File: config.mk
export PLATFORM = sky130hd
export DESIGN_NAME = vram_scanout
export DESIGN_NICKNAME = d
export VERILOG_FILES = /design/src/rtl/video_pkg.sv /design/src/rtl/video_timing.sv /design/src/rtl/vram_scanout.sv
export SDC_FILE = /design/constraint.sdc
export NUM_CORES = 1
export LEC_CHECK = 0
export CAP_MARGIN = 40
export CELL_PAD_IN_SITES_DETAIL_PLACEMENT = 1
export CELL_PAD_IN_SITES_GLOBAL_PLACEMENT = 2
export CORE_ASPECT_RATIO = 0.5
export CORE_MARGIN = 5
export CORE_UTILIZATION = 32
export CTS_CLUSTER_SIZE = 12
export DETAILED_ROUTE_END_ITERATION = 6
export PLACE_DENSITY_LB_ADDON = 0.1
export REMOVE_ABC_BUFFERS = 1
export SYNTH_ARGS = -nofsm -noshare
export SYNTH_HDL_FRONTEND = slang
export SYNTH_SLANG_ARGS = --single-unit
export TNS_END_PERCENT = 20
File: constraint.sdc
create_clock -name clk -period 2.8 [get_ports clk]
set_clock_uncertainty 0.15 [all_clocks]
set_input_delay 0.42 -clock clk [delete_from_list [all_inputs] [get_ports clk]]
set_output_delay 0.42 -clock clk [all_outputs]
set_load 0.02 [all_outputs]
File: src/rtl/video_pkg.sv
// Default raster timing for the bitmap scanout: 256x224 active inside a 320x262 frame.
// Shared by the timing generator and the address/pixel path.
package video_pkg;

  localparam int DEF_H_ACTIVE = 256;
  localparam int DEF_H_TOTAL  = 320;
  localparam int DEF_V_ACTIVE = 224;
  localparam int DEF_V_TOTAL  = 262;
  localparam int DEF_HS_START = 272;
  localparam int DEF_HS_END   = 304;
  localparam int DEF_VS_START = 236;
  localparam int DEF_VS_END   = 240;
  localparam int DEF_MID_LINE = 96;

  localparam int BYTES_PER_LINE = 32;

  typedef struct packed {
    logic de;
    logic hsync;
    logic vsync;
  } sync_t;

endpackage

File: src/rtl/video_timing.sv
// Raster h/v counters with active/sync decode and line-entry interrupt strobes.
// de/hsync/vsync lag the counters by one pix_en step; irqs are single-clk pulses; holds when pix_en low.
module video_timing
  import video_pkg::*;
#(
  parameter int H_ACTIVE = DEF_H_ACTIVE,
  parameter int H_TOTAL  = DEF_H_TOTAL,
  parameter int V_ACTIVE = DEF_V_ACTIVE,
  parameter int V_TOTAL  = DEF_V_TOTAL,
  parameter int HS_START = DEF_HS_START,
  parameter int HS_END   = DEF_HS_END,
  parameter int VS_START = DEF_VS_START,
  parameter int VS_END   = DEF_VS_END,
  parameter int MID_LINE = DEF_MID_LINE,
  parameter int HW       = $clog2(H_TOTAL),
  parameter int VW       = $clog2(V_TOTAL)
) (
  input  logic          clk,
  input  logic          rst,
  input  logic          pix_en,
  output logic [HW-1:0] h,
  output logic [VW-1:0] v,
  output logic          active,
  output logic          de,
  output logic          hsync,
  output logic          vsync,
  output logic          irq_mid,
  output logic          irq_vblank
);

  localparam logic [HW-1:0] H_LAST = HW'(H_TOTAL - 1);
  localparam logic [HW-1:0] H_ACT  = HW'(H_ACTIVE);
  localparam logic [HW-1:0] HS_S   = HW'(HS_START);
  localparam logic [HW-1:0] HS_E   = HW'(HS_END);
  localparam logic [VW-1:0] V_LAST = VW'(V_TOTAL - 1);
  localparam logic [VW-1:0] V_ACT  = VW'(V_ACTIVE);
  localparam logic [VW-1:0] VS_S   = VW'(VS_START);
  localparam logic [VW-1:0] VS_E   = VW'(VS_END);
  localparam logic [VW-1:0] V_MID  = VW'(MID_LINE);

  logic          line_end;
  logic [VW-1:0] v_next;
  sync_t         sync_d;
  sync_t         sync_q;

  always_comb begin
    line_end = (h == H_LAST);
    v_next   = (v == V_LAST) ? '0 : v + 1'b1;
    active   = (h < H_ACT) && (v < V_ACT);
    sync_d   = '{de:    active,
                 hsync: (h >= HS_S) && (h < HS_E),
                 vsync: (v >= VS_S) && (v < VS_E)};
  end

  always_ff @(posedge clk) begin
    if (rst) begin
      h <= '0;
      v <= '0;
    end else if (pix_en) begin
      if (line_end) begin
        h <= '0;
        v <= v_next;
      end else begin
        h <= h + 1'b1;
      end
    end
  end

  // Strobes fire only on the step that enters the trigger line, so a stalled pix_en cannot re-arm them.
  always_ff @(posedge clk) begin
    if (rst) begin
      sync_q     <= '0;
      irq_mid    <= 1'b0;
      irq_vblank <= 1'b0;
    end else begin
      irq_mid    <= pix_en && line_end && (v_next == V_MID);
      irq_vblank <= pix_en && line_end && (v_next == V_ACT);
      if (pix_en) begin
        sync_q <= sync_d;
      end
    end
  end

  assign de    = sync_q.de;
  assign hsync = sync_q.hsync;
  assign vsync = sync_q.vsync;

endmodule

File: src/rtl/vram_scanout.sv
// 1bpp bitmap scanout: combinational VRAM address from the raster position, byte shifted out LSB first.
// Pixel and sync outputs lag the counters by one pix_en step; everything holds while pix_en is low.
module vram_scanout
  import video_pkg::*;
#(
  parameter int ADDR_WIDTH = 13,
  parameter int H_ACTIVE   = DEF_H_ACTIVE,
  parameter int H_TOTAL    = DEF_H_TOTAL,
  parameter int V_ACTIVE   = DEF_V_ACTIVE,
  parameter int V_TOTAL    = DEF_V_TOTAL,
  parameter int HS_START   = DEF_HS_START,
  parameter int HS_END     = DEF_HS_END,
  parameter int VS_START   = DEF_VS_START,
  parameter int VS_END     = DEF_VS_END,
  parameter int MID_LINE   = DEF_MID_LINE
) (
  input  logic                  clk,
  input  logic                  rst,
  input  logic                  pix_en,
  output logic [ADDR_WIDTH-1:0] vram_addr,
  input  logic [7:0]            vram_data,
  output logic                  pixel,
  output logic                  de,
  output logic                  hsync,
  output logic                  vsync,
  output logic                  irq_mid,
  output logic                  irq_vblank
);

  localparam int HW = $clog2(H_TOTAL);
  localparam int VW = $clog2(V_TOTAL);

  logic [HW-1:0] h;
  logic [VW-1:0] v;
  logic          active;
  logic [6:0]    shreg;

  video_timing #(
    .H_ACTIVE (H_ACTIVE),
    .H_TOTAL  (H_TOTAL),
    .V_ACTIVE (V_ACTIVE),
    .V_TOTAL  (V_TOTAL),
    .HS_START (HS_START),
    .HS_END   (HS_END),
    .VS_START (VS_START),
    .VS_END   (VS_END),
    .MID_LINE (MID_LINE),
    .HW       (HW),
    .VW       (VW)
  ) u_timing (
    .clk        (clk),
    .rst        (rst),
    .pix_en     (pix_en),
    .h          (h),
    .v          (v),
    .active     (active),
    .de         (de),
    .hsync      (hsync),
    .vsync      (vsync),
    .irq_mid    (irq_mid),
    .irq_vblank (irq_vblank)
  );

  always_comb begin
    vram_addr = '0;
    if (active) begin
      vram_addr = ADDR_WIDTH'(v) * ADDR_WIDTH'(BYTES_PER_LINE) + ADDR_WIDTH'(h >> 3);
    end
  end

  // Bit 0 goes straight to the pixel on the byte fetch; the upper seven wait in shreg.
  always_ff @(posedge clk) begin
    if (rst) begin
      pixel <= 1'b0;
      shreg <= '0;
    end else if (pix_en) begin
      if (!active) begin
        pixel <= 1'b0;
      end else if (h[2:0] == 3'd0) begin
        pixel <= vram_data[0];
        shreg <= vram_data[7:1];
      end else begin
        pixel <= shreg[0];
        shreg <= {1'b0, shreg[6:1]};
      end
    end
  end

endmodule
# Yosys cells after proc, flatten, opt, wreduce, memory -nomap -nowiden
# Cells that the tools add are included.
# classes
n_addsub	3
magnitude_cmp	6
n_eq_ne	4
muxes	6
reduce_logical	9
# ops
cell	count
9-bit by 1-bit adder with 9-bit output (second input constant)	2
9-bit == test (second input constant)	2
9-bit by 8-bit less-than comparator with 1-bit output (second input constant)	2
9-bit less-than comparator (second input constant)	2
9-bit 2-to-1 mux	2
13-bit by 6-bit adder with 13-bit output	1
13-bit 2-to-1 mux	1
9-bit by 7-bit == test with 1-bit output (second input constant)	1
9-bit by 8-bit == test with 1-bit output (second input constant)	1
9-bit by 8-bit greater-or-equal comparator with 1-bit output (second input constant)	1
9-bit greater-or-equal comparator (second input constant)	1
7-bit 2-to-1 mux	1
1-bit logical AND	6
2-bit AND reduction	2
3-bit logical NOT	1
1-bit 2-to-1 mux	2
# totals
register_bits	31
in_bits	11
out_inout_bits	19

# Logic depth before layout (Yosys ltp)
# Gate-level depths: netlist of run 1.
# logic_depth
word_depth	4
mapped_depth	7

# Modules after synthesis
# From an unflattened synthesis of run 1, not the netlist that was laid out.
# unflattened
cells_unflattened	197
area_unflattened_um2	1670.4
# by_module_without_submodules
module	instances	cells_per_inst	area_per_inst_um2	seq_area_each_um2
video_timing	1	127	1102.3	460.4
vram_scanout	1	70	568.0	160.2

# Least setup slack after synthesis of run 1
# Ideal clock, no wire load.
# synth_timing
path_type	reg-to-output
startpoint	register u_timing.v[0]
endpoint	output vram_addr[9]
arrival_time_ps	1411
t_required_ps	2230
path_slack_ps	819
path_stages_with_launch	6
path_cell_list	dfxtp_1 -> ha_1 -> ha_1 -> nand3_1 -> xor2_1 -> nor2_1
# synth_via
elab_chain_len	3
# synth_rtl
item	line	rtl
from (decl)	video_timing.sv:22	output logic [VW-1:0] v,
from (signal assigned)	video_timing.sv:62	v <= v_next;
parallel branches: the longest is 2 deep, another holds 13-bit by 6-bit adder with 13-bit output	n/a	
13-bit 2-to-1 mux *	vram_scanout.sv:66	if (active) begin
to (decl)	vram_scanout.sv:20	output logic [ADDR_WIDTH-1:0] vram_addr,
# Every way passes the cells marked *.

# Worst setup path in the final report of run 1
# layout_timing
startpoint	register u_timing.v[4]
endpoint	output vram_addr[10]
# Same word-level chain as after synthesis.

==> results of run 1 <==
## state kept, by name, indices dropped and copies added (netlist names)
register and count:
u_timing.v 9, pixel 1, u_timing.h 9, shreg 7
u_timing.irq_mid 1, u_timing.irq_vblank 1, u_timing.hsync 1, u_timing.vsync 1
u_timing.de 1
## Yosys cell counts (all sizes together)
library cell	number	share of area, %
o32ai	1	0.46
nor2	26	5.5
a21oi	14	3.9
inv	5	0.99
o21a	1	0.40
o31ai	3	1.2
and3	5	1.6
a21o	1	0.40
mux2i	8	4.2
o311ai	1	0.46
o211a	1	0.53
buf	11	4.2
mux2	2	1.2
and2	9	3.1
o21ai	3	0.79
nand2b	4	1.3
nand2	13	2.7
or4	2	0.79
nor4b	4	2.5
xor2	9	4.2
a211oi	6	3.2
nor3b	2	1.4
a31oi	1	0.33
dfxtp	31	33
nor4	2	0.66
nand3	13	4.6
a311oi	1	0.79
nand4b	2	0.92
and4bb	1	0.66
nor2b	4	1.3
o211ai	1	0.40
a32o	1	0.53
o22ai	1	0.33
nor3	3	0.79
ha	6	4.0
clkbuf	3	0.59
xnor2	7	3.2
or3	3	1.5
nand4	3	0.99
or2	2	0.66
## worst min path at each step
stage                            from     endpoint  slack (ns)  depth (start not counted)
after floorplan              shreg[6]     shreg[6]        0.28                          2
after global placement       shreg[6]     shreg[6]        0.30                          2
after detailed placement     shreg[6]     shreg[6]        0.30                          2
after CTS                       pixel        pixel        0.32                          2
after global routing      u_timing.de  u_timing.de        0.35                          2
final                     u_timing.de  u_timing.de        0.32                          2
## tightest hold or removal path, stage by stage, from the launching register on
cell      delay, ns
dfxtp_1        0.30
nand2b_1       0.06
a21oi_1        0.05
## metrics by stage
| stage | cell area (um^2) | hold slack [ns] | util (%) | cells |
|---|---|---|---|---|
| global placement | 2248 | 0.3004 | 40.08 | 312 |
| detailed placement | 2256 | 0.3044 | 40.21 | 313 |
| CTS | 2401 | 0.3201 | 42.80 | 320 |
| global route | 2417 | 0.3508 | 43.09 | 320 |
| finish | 2417 | 0.3184 | 43.09 | 320 |
| floorplan | 1807 | 0.2839 | - | 202 |
## power by group through the flow
stage / clock (W) / combinational, W / sequential, W
detailed placement: 0 / 0.0000997 / 0.000473
floorplan: 0 / 0.0000522 / 0.000474
CTS: 0.000555 / 0.000100 / 0.000464
global placement: 0 / 0.0000940 / 0.000473
finish: 0.000536 / 0.0000971 / 0.000464
global route: 0.000580 / 0.000110 / 0.000466
## cell type report
type                    instances  area, um^2
clock inverters                 1       5.005
inverters                       5       18.77
well taps                      73       91.34
clock buffers                   6       138.9
fillers                       667        3193
multi-input cells             166        1179
repair buffers                 38       362.8
flip-flops and latches         31       621.8
## repair_timing
| item | 4_1_cts | 5_1_grt |
|---|---|---|
| resized for setup | 1 | 3 |
| cloned | 0 | 0 |
| setup endpoints to repair | 2 | 4 |
## per-layer routing
| layer | global-route usage, % | wire length, um | vias up | part of all wire, % |
|---|---|---|---|---|
| met5 | 0 | 0 | - | 0 |
| met4 | 5.195 | 75 | 0 | 1.5 |
| met3 | 4.083 | 199 | 8 | 4.0 |
| met2 | 22.97 | 2264 | 24 | 46 |
| met1 | 18.84 | 2395 | 786 | 49 |
| li1 | - | - | 826 | - |
## cell families (layout without fill, tap and decap cells)
family	after synthesis	after routing	synth area share (%)
AOI/OAI and AO/OA	36	36	13.65
xor gates and xnor gates	16	16	7.388
adders and majority gates	6	6	3.958
buffers and inverters	19	50	5.739
DFF	31	31	32.72
muxes	10	10	5.409
and+or+nand+nor	98	98	31.14
==> results.md, run 1 <==
- Status: finished clean
- Slew of the pin with the lowest slew margin: 0.4981 ns
- Sequential Power Share: 42.3%
- Number of max-cap violations: 0
- P per Cell Area: 454.1 nW/um^2
- Worst slack, placed: 0.2608 ns
- Leakage: 0.9621 nW
- Die Y: 64.44 um
- GPL Wtd Cong: 0.7910
- Slowest cell delay on critical path: 0.61 ns
- Setup CP Type: flip-flop to output pin
- Crit path from: u_timing.v[4]
- Worst path slowest cell: clkdlybuf4s50_1
- Post-DR wirelength/cell: 15.42 um
- Cell Rows: 19
- Worst path bufs/invs: 1
- # IOs: 30
- Nets: 264
- Worst relative slew slack: 66.75%
- Post-Syn Instances: 216
- DR vias: 1644
- Crit Reg-Reg Startpoint: u_timing.v[1]
- CP Capture Type: output pin
- I/O Buffers: 29
- Post-Syn Area: 1897 um^2
- Critical Path Stages: 5
- Root Driver: clkbuf_16
- Share of post-route cells with drive strength above 1: 15.38%
- Area growth, synth to finish: 27.44%
- Distinct cells, synth: 56
- Net Sw Power: 0.0002462 W
- Crit path max-delay family: buffers and inverters
- Pin count of the biggest net entering global routing: 14
- Hold WC Path Type: flip-flop to flip-flop
- Sw Ratio: 22.43%
- Cts hold-fix bufs: 0
- Crit-path cells: and3_1 -> nand3_1 -> xor2_1 -> nor2_1 -> clkdlybuf4s50_1
- Max Buffers Root-to-Sink: 2
- Core ar.: 5610 um^2
- Most frequent cells in the layout: dfxtp_1, clkdlybuf4s50_1, nor2_1
- Min Clock Period, post-route: 2.658 ns
- Final Power: 0.001098 W
- All-Layer GR Usage: 14.40%
- TritonCTS clock tree: done
- Setup WS post-layout: 0.1415 ns
- Worst setup path end: vram_addr[10]
- Reg-to-reg critical path endpoint: u_timing.irq_mid
- Routed vias/inst: 5.138
- Max FO, Critical Path: 11
- Die X: 118.9 um
- DRC: 0
- Clock slew at reported path FFs: 0.05 ns
- Worst-skew pair later-pin latency: 0.28 ns
- Final Max Tran Viols: 0
- Starting Density: 33.81%
- Setup TNS: 0 ns
- Worst vdd ir: 0.2343 mV
- R2R setup slack: 0.64 ns
- Endpoints failing setup: 0
- Clk pwr share: 48.9%
- 1st-iter DRT viols: 48
- Vias in the first global route: 1777
- Die area: 7661 um^2
- Final wirelength: 4934 um
- TritonCTS Buffers: 5
- Inserted Diodes: 0
- First-pass GRT wire length: 8852 um
- Clock Sink Count: 31
- Comb pwr share: 8.8%
- Final Cycle Share: 94.95%
- Detailed placer's ending HPWL: 3758 um
- Grt ovf: 0
- Synthesis Warnings: 0
- Post-CTS Setup Bufs: 0
- Post-route ant nets: 0
- H-tree levels: 2
- Worst EP required: 2.23 ns
- RSZ-0062 raised after global routing: false
- Number of detailed-route iterations in the first pass: 4
- Seq/Total Area, Yosys: 32.72%
- Commonest non-fill, non-tap cell in the layout: dfxtp_1
- Antenna violations before repair: 0
- CP Launch Type: flip-flop
- Synth Register Bits: 31
- Final Hold Fails: 0
- Avg Inst Size Synth: 8.782 um^2
- Max frequency: 376.2 MHz
- Internal: 0.0008514 W
- Worst reg-to-reg path cell count: 5
- Critical path data arrival time: 2.09 ns
No activity file was read; power rests on OpenSTA's default activity.
==> run 2: changes to the inputs <==
ABC_AREA = 1   (was default)
CORE_UTILIZATION = 29   (was 32)
==> run 2 against run 1 <==
Net effect:
- critical path type unchanged
- final cell count increased by 9.4%
- power down 1.1%
- first-iteration DRC count up 2.1%
- worst hold slack gained 0.0038 ns
- sequential power about the same
- count of clock-buffer cells in the layout unchanged
- sequential cell count did not move
- area after synthesis shrank 11%
- largest cell class unchanged
- combinational power is 8.4% lower
- via count shrank 0.18%
- worst setup slack better by 0.00097 ns
- wire length shrank 6.1%
==> results.md, run 2 <==
- Reg area: 623.1 um^2 (was 621.8 um^2)
- Post-Syn Area: 1695 um^2 (was 1897 um^2)
- Commonest cells in the synthesized netlist: nor2_1, nand2_1, inv_1 (was dfxtp_1, nor2_1, a21oi_1)
- Area growth, synth to finish: 31.81% (was 27.44%)
- Number of detailed-route iterations in the first pass: 4 (unchanged)
- Comb pwr share: 8.2% (was 8.8%)
- TritonCTS clock tree: done (unchanged)
- Crit path max-delay family: buffers and inverters (unchanged)
- First-pass GRT wire length: 8424 um (was 8852 um)
- Main flop type after synthesis: dfxtp_1 (unchanged)
- Distinct cells, synth: 28 (was 56)
- Max Buffers Root-to-Sink: 2 (unchanged)
- Post-synthesis async set-or-reset flop share: 0% (unchanged)
- Post-DR wirelength/cell: 13.23 um (was 15.42 um)
- Final Power: 0.001086 W (was 0.001098 W)
- Setup CP Type: flip-flop to output pin (unchanged)
- Top Registers: u_timing.h (9), u_timing.v (9), shreg (7) (unchanged)
- Number of max-cap violations: 0 (unchanged)
- Share of the synthesized area in the top cell type: 36.61% (was 32.72%)
- Clk pwr share: 49.1% (was 48.9%)
- Pin count of the biggest net entering global routing: 14 (unchanged)
- Root Driver: clkbuf_16 (unchanged)
- Internal: 0.0008485 W (was 0.0008514 W)
- H-tree levels: 2 (unchanged)
- P per Cell Area: 485.8 nW/um^2 (was 454.1 nW/um^2)
- Status: finished clean (unchanged)
- Count leader, synth: nor2_1 (was dfxtp_1)
- 1st-iter DRT viols: 49 (was 48)
- Share of post-route cells with drive strength above 1: 9.386% (was 15.38%)
- Avg Inst Size Synth: 6.977 um^2 (was 8.782 um^2)
- Clock slew at reported path FFs: 0.05 ns (about the same)
- Sequential Power Share: 42.7% (was 42.3%)
- Slowest cell delay on critical path: 0.64 ns (was 0.61 ns)
- Max FO, Critical Path: 8 (was 11)
- Clock Sink Count: 31 (unchanged)
- Endpoints failing setup: 0 (unchanged)
- Slew of the pin with the lowest slew margin: 0.5232 ns (was 0.4981 ns)
- Worst-skew pair later-pin latency: 0.27 ns (was 0.28 ns)
- Critical path data arrival time: 2.09 ns (about the same)
- Inserted Diodes: 0 (unchanged)
- TritonCTS Buffers: 5 (unchanged)
- Commonest non-fill, non-tap cell in the layout: nor2_1 (was dfxtp_1)
- Synthesis Warnings: 0 (unchanged)
- Routed vias/inst: 4.689 (was 5.138)
- DRC: 0 (unchanged)
- Worst EP required: 2.23 ns (about the same)
- Die Y: 64.07 um (was 64.44 um)
- Multi-input gate area: 930.9 um^2 (was 1179 um^2)
- Net Sw Power: 0.0002372 W (was 0.0002462 W)
- Final Cycle Share: 94.91% (was 94.95%)
- Detailed placer's ending HPWL: 3596 um (was 3758 um)
- Synth top area cells: dfxtp_1, nor2_1, nand2_1 (was dfxtp_1, nor2_1, mux2i_1)
- Largest area contributor in the netlist: dfxtp_1 (unchanged)
- Final Max Tran Viols: 0 (unchanged)
- Cell Rows: 19 (unchanged)
- Post-synth EDFFs: 0 (unchanged)
- RSZ-0062 raised after global routing: false (unchanged)
- Min Clock Period, post-route: 2.658 ns (about the same)
- CP Capture Type: output pin (unchanged)
- DR vias: 1641 (was 1644)
- Final Hold Fails: 0 (unchanged)
- Crit-path cells: ha_1 -> ha_1 -> nand2_1 -> nor3_1 -> nor3_1 -> clkdlybuf4s50_1 (was and3_1 -> nand3_1 -> xor2_1 -> nor2_1 -> clkdlybuf4s50_1)
- Vias in the first global route: 1764 (was 1777)
- Max frequency: 376.3 MHz (was 376.2 MHz)
- Nets: 294 (was 264)
- Fillers: 696 (was 667)
- Most frequent cells in the layout: nor2_1, nand2_1, inv_1 (was dfxtp_1, clkdlybuf4s50_1, nor2_1)
- # IOs: 30 (unchanged)
- Final wirelength: 4632 um (was 4934 um)
- Leakage: 0.9561 nW (was 0.9621 nW)
- Seq/Total Area, Yosys: 36.61% (was 32.72%)
- Antenna violations before repair: 0 (unchanged)
- I/O Buffers: 29 (unchanged)
- Die X: 118.1 um (was 118.9 um)
- Grt ovf: 0 (unchanged)
- Post-route ant nets: 0 (unchanged)
- Synth Register Bits: 31 (unchanged)
- Setup TNS: 0 ns (unchanged)
- All-Layer GR Usage: 13.20% (was 14.40%)
- Worst vdd ir: 0.2314 mV (was 0.2343 mV)
- Core ar.: 5563 um^2 (was 5610 um^2)
- Sw Ratio: 21.85% (was 22.43%)
- Hold WC Path Type: flip-flop to flip-flop (unchanged)
- Worst path slowest cell: clkdlybuf4s50_1 (unchanged)
- CP Launch Type: flip-flop (unchanged)
- GPL Wtd Cong: 0.7444 (was 0.7910)
- Post-Syn Instances: 243 (was 216)
- Die area: 7568 um^2 (was 7661 um^2)
- Worst path bufs/invs: 1 (unchanged)
- Worst relative slew slack: 65.03% (was 66.75%)
- Starting Density: 30.48% (was 33.81%)
==> run 2: cell types whose count changed after synthesis, sizes merged, moves of 6 or more <==
cell    before  now
a211oi       6    0
and2         9    0
buf         11    3
inv          5   33
mux2i        8    0
nand2       13   37
nor2        26   48
nor3         3   12
o21ai        3   17
xnor2        7    0
==> run 2: final cells by class <==
cell class / count / area share, %
Multi-Input combinational cell: 173 / 41.66
Sequential cell: 31 / 27.88
Timing Repair Buffer: 32 / 14.22
Clock buffer: 6 / 6.215
Inverter: 34 / 5.711
Tap cell: 73 / 4.087
Clock inverter: 1 / 0.2240
==> run 2: worst paths after layout <==
path | start | to | slack (ns) | cells past startpoint
max reg2reg | u_timing.h[0] | u_timing.v[4] | 0.99 | 6
min reg2reg | pixel | pixel | 0.32 | 2
max | u_timing.v[0] | vram_addr[11] | 0.14 | 6
min | pixel | pixel | 0.32 | 2
==> run 2: repair_timing <==
item,4_1_cts,5_1_grt
gates resized for setup,1,5
setup endpoints to repair,1,10
buffers inserted,0,0
pin swaps,0,0
hold buffers,0,0
==> run 2: routing by layer <==
| metal | GRT usage [%] | vias to the layer above | wire, um |
|---|---|---|---|
| li1 | - | 856 | - |
| met3 | 4.229 | 4 | 185 |
| met1 | 17.64 | 755 | 2347 |
| met5 | 0 | - | 0 |
| met4 | 2.289 | 0 | 34 |
| met2 | 21.29 | 26 | 2065 |
==> run 2: kinds of logic (layout without fill, tap and decap cells) <==
group                    after synthesis  in the layout  synth area share, %
AND/OR/NAND/NOR                      118            118                30.63
multiplexers                           7              7                4.650
buffers and inverters                 39             73                9.077
adder cells (fa/ha/maj)                6              6                4.428
AO/OA/AOI/OAI                         36             36                11.51
flip-flops                            31             31                36.61
XOR/XNOR                               6              6                3.100
==> run 2: through the flow <==
step	hold slack, ns	cell area, um^2	setup slack (ns)	util (%)	instances
2_1_floorplan	0.3184	1669	0.8144	-	238
3_3_place_gp	0.3145	2073	0.3240	37.27	343
3_5_place_dp	0.3128	2073	0.2469	37.27	343
4_1_cts	0.3295	2218	0.06211	39.88	350
5_1_grt	0.3625	2235	0.008196	40.17	350
6_report	0.3222	2235	0.1425	40.17	350
==> run 2: tightest hold or removal path, stage by stage, from the launching register on <==
cell and delay, ns:
dfxtp_1 0.31, nand2_1 0.06, a21oi_1 0.06
==> run 2: power groups by stage <==
stage	Sequential, W	Combinational, W	Clock [W]
CTS	0.000464	0.0000908	0.000543
floorplan	0.000475	0.0000491	0
finish	0.000464	0.0000889	0.000533
global route	0.000465	0.000100	0.000561
detailed placement	0.000473	0.0000903	0
global placement	0.000473	0.0000890	0
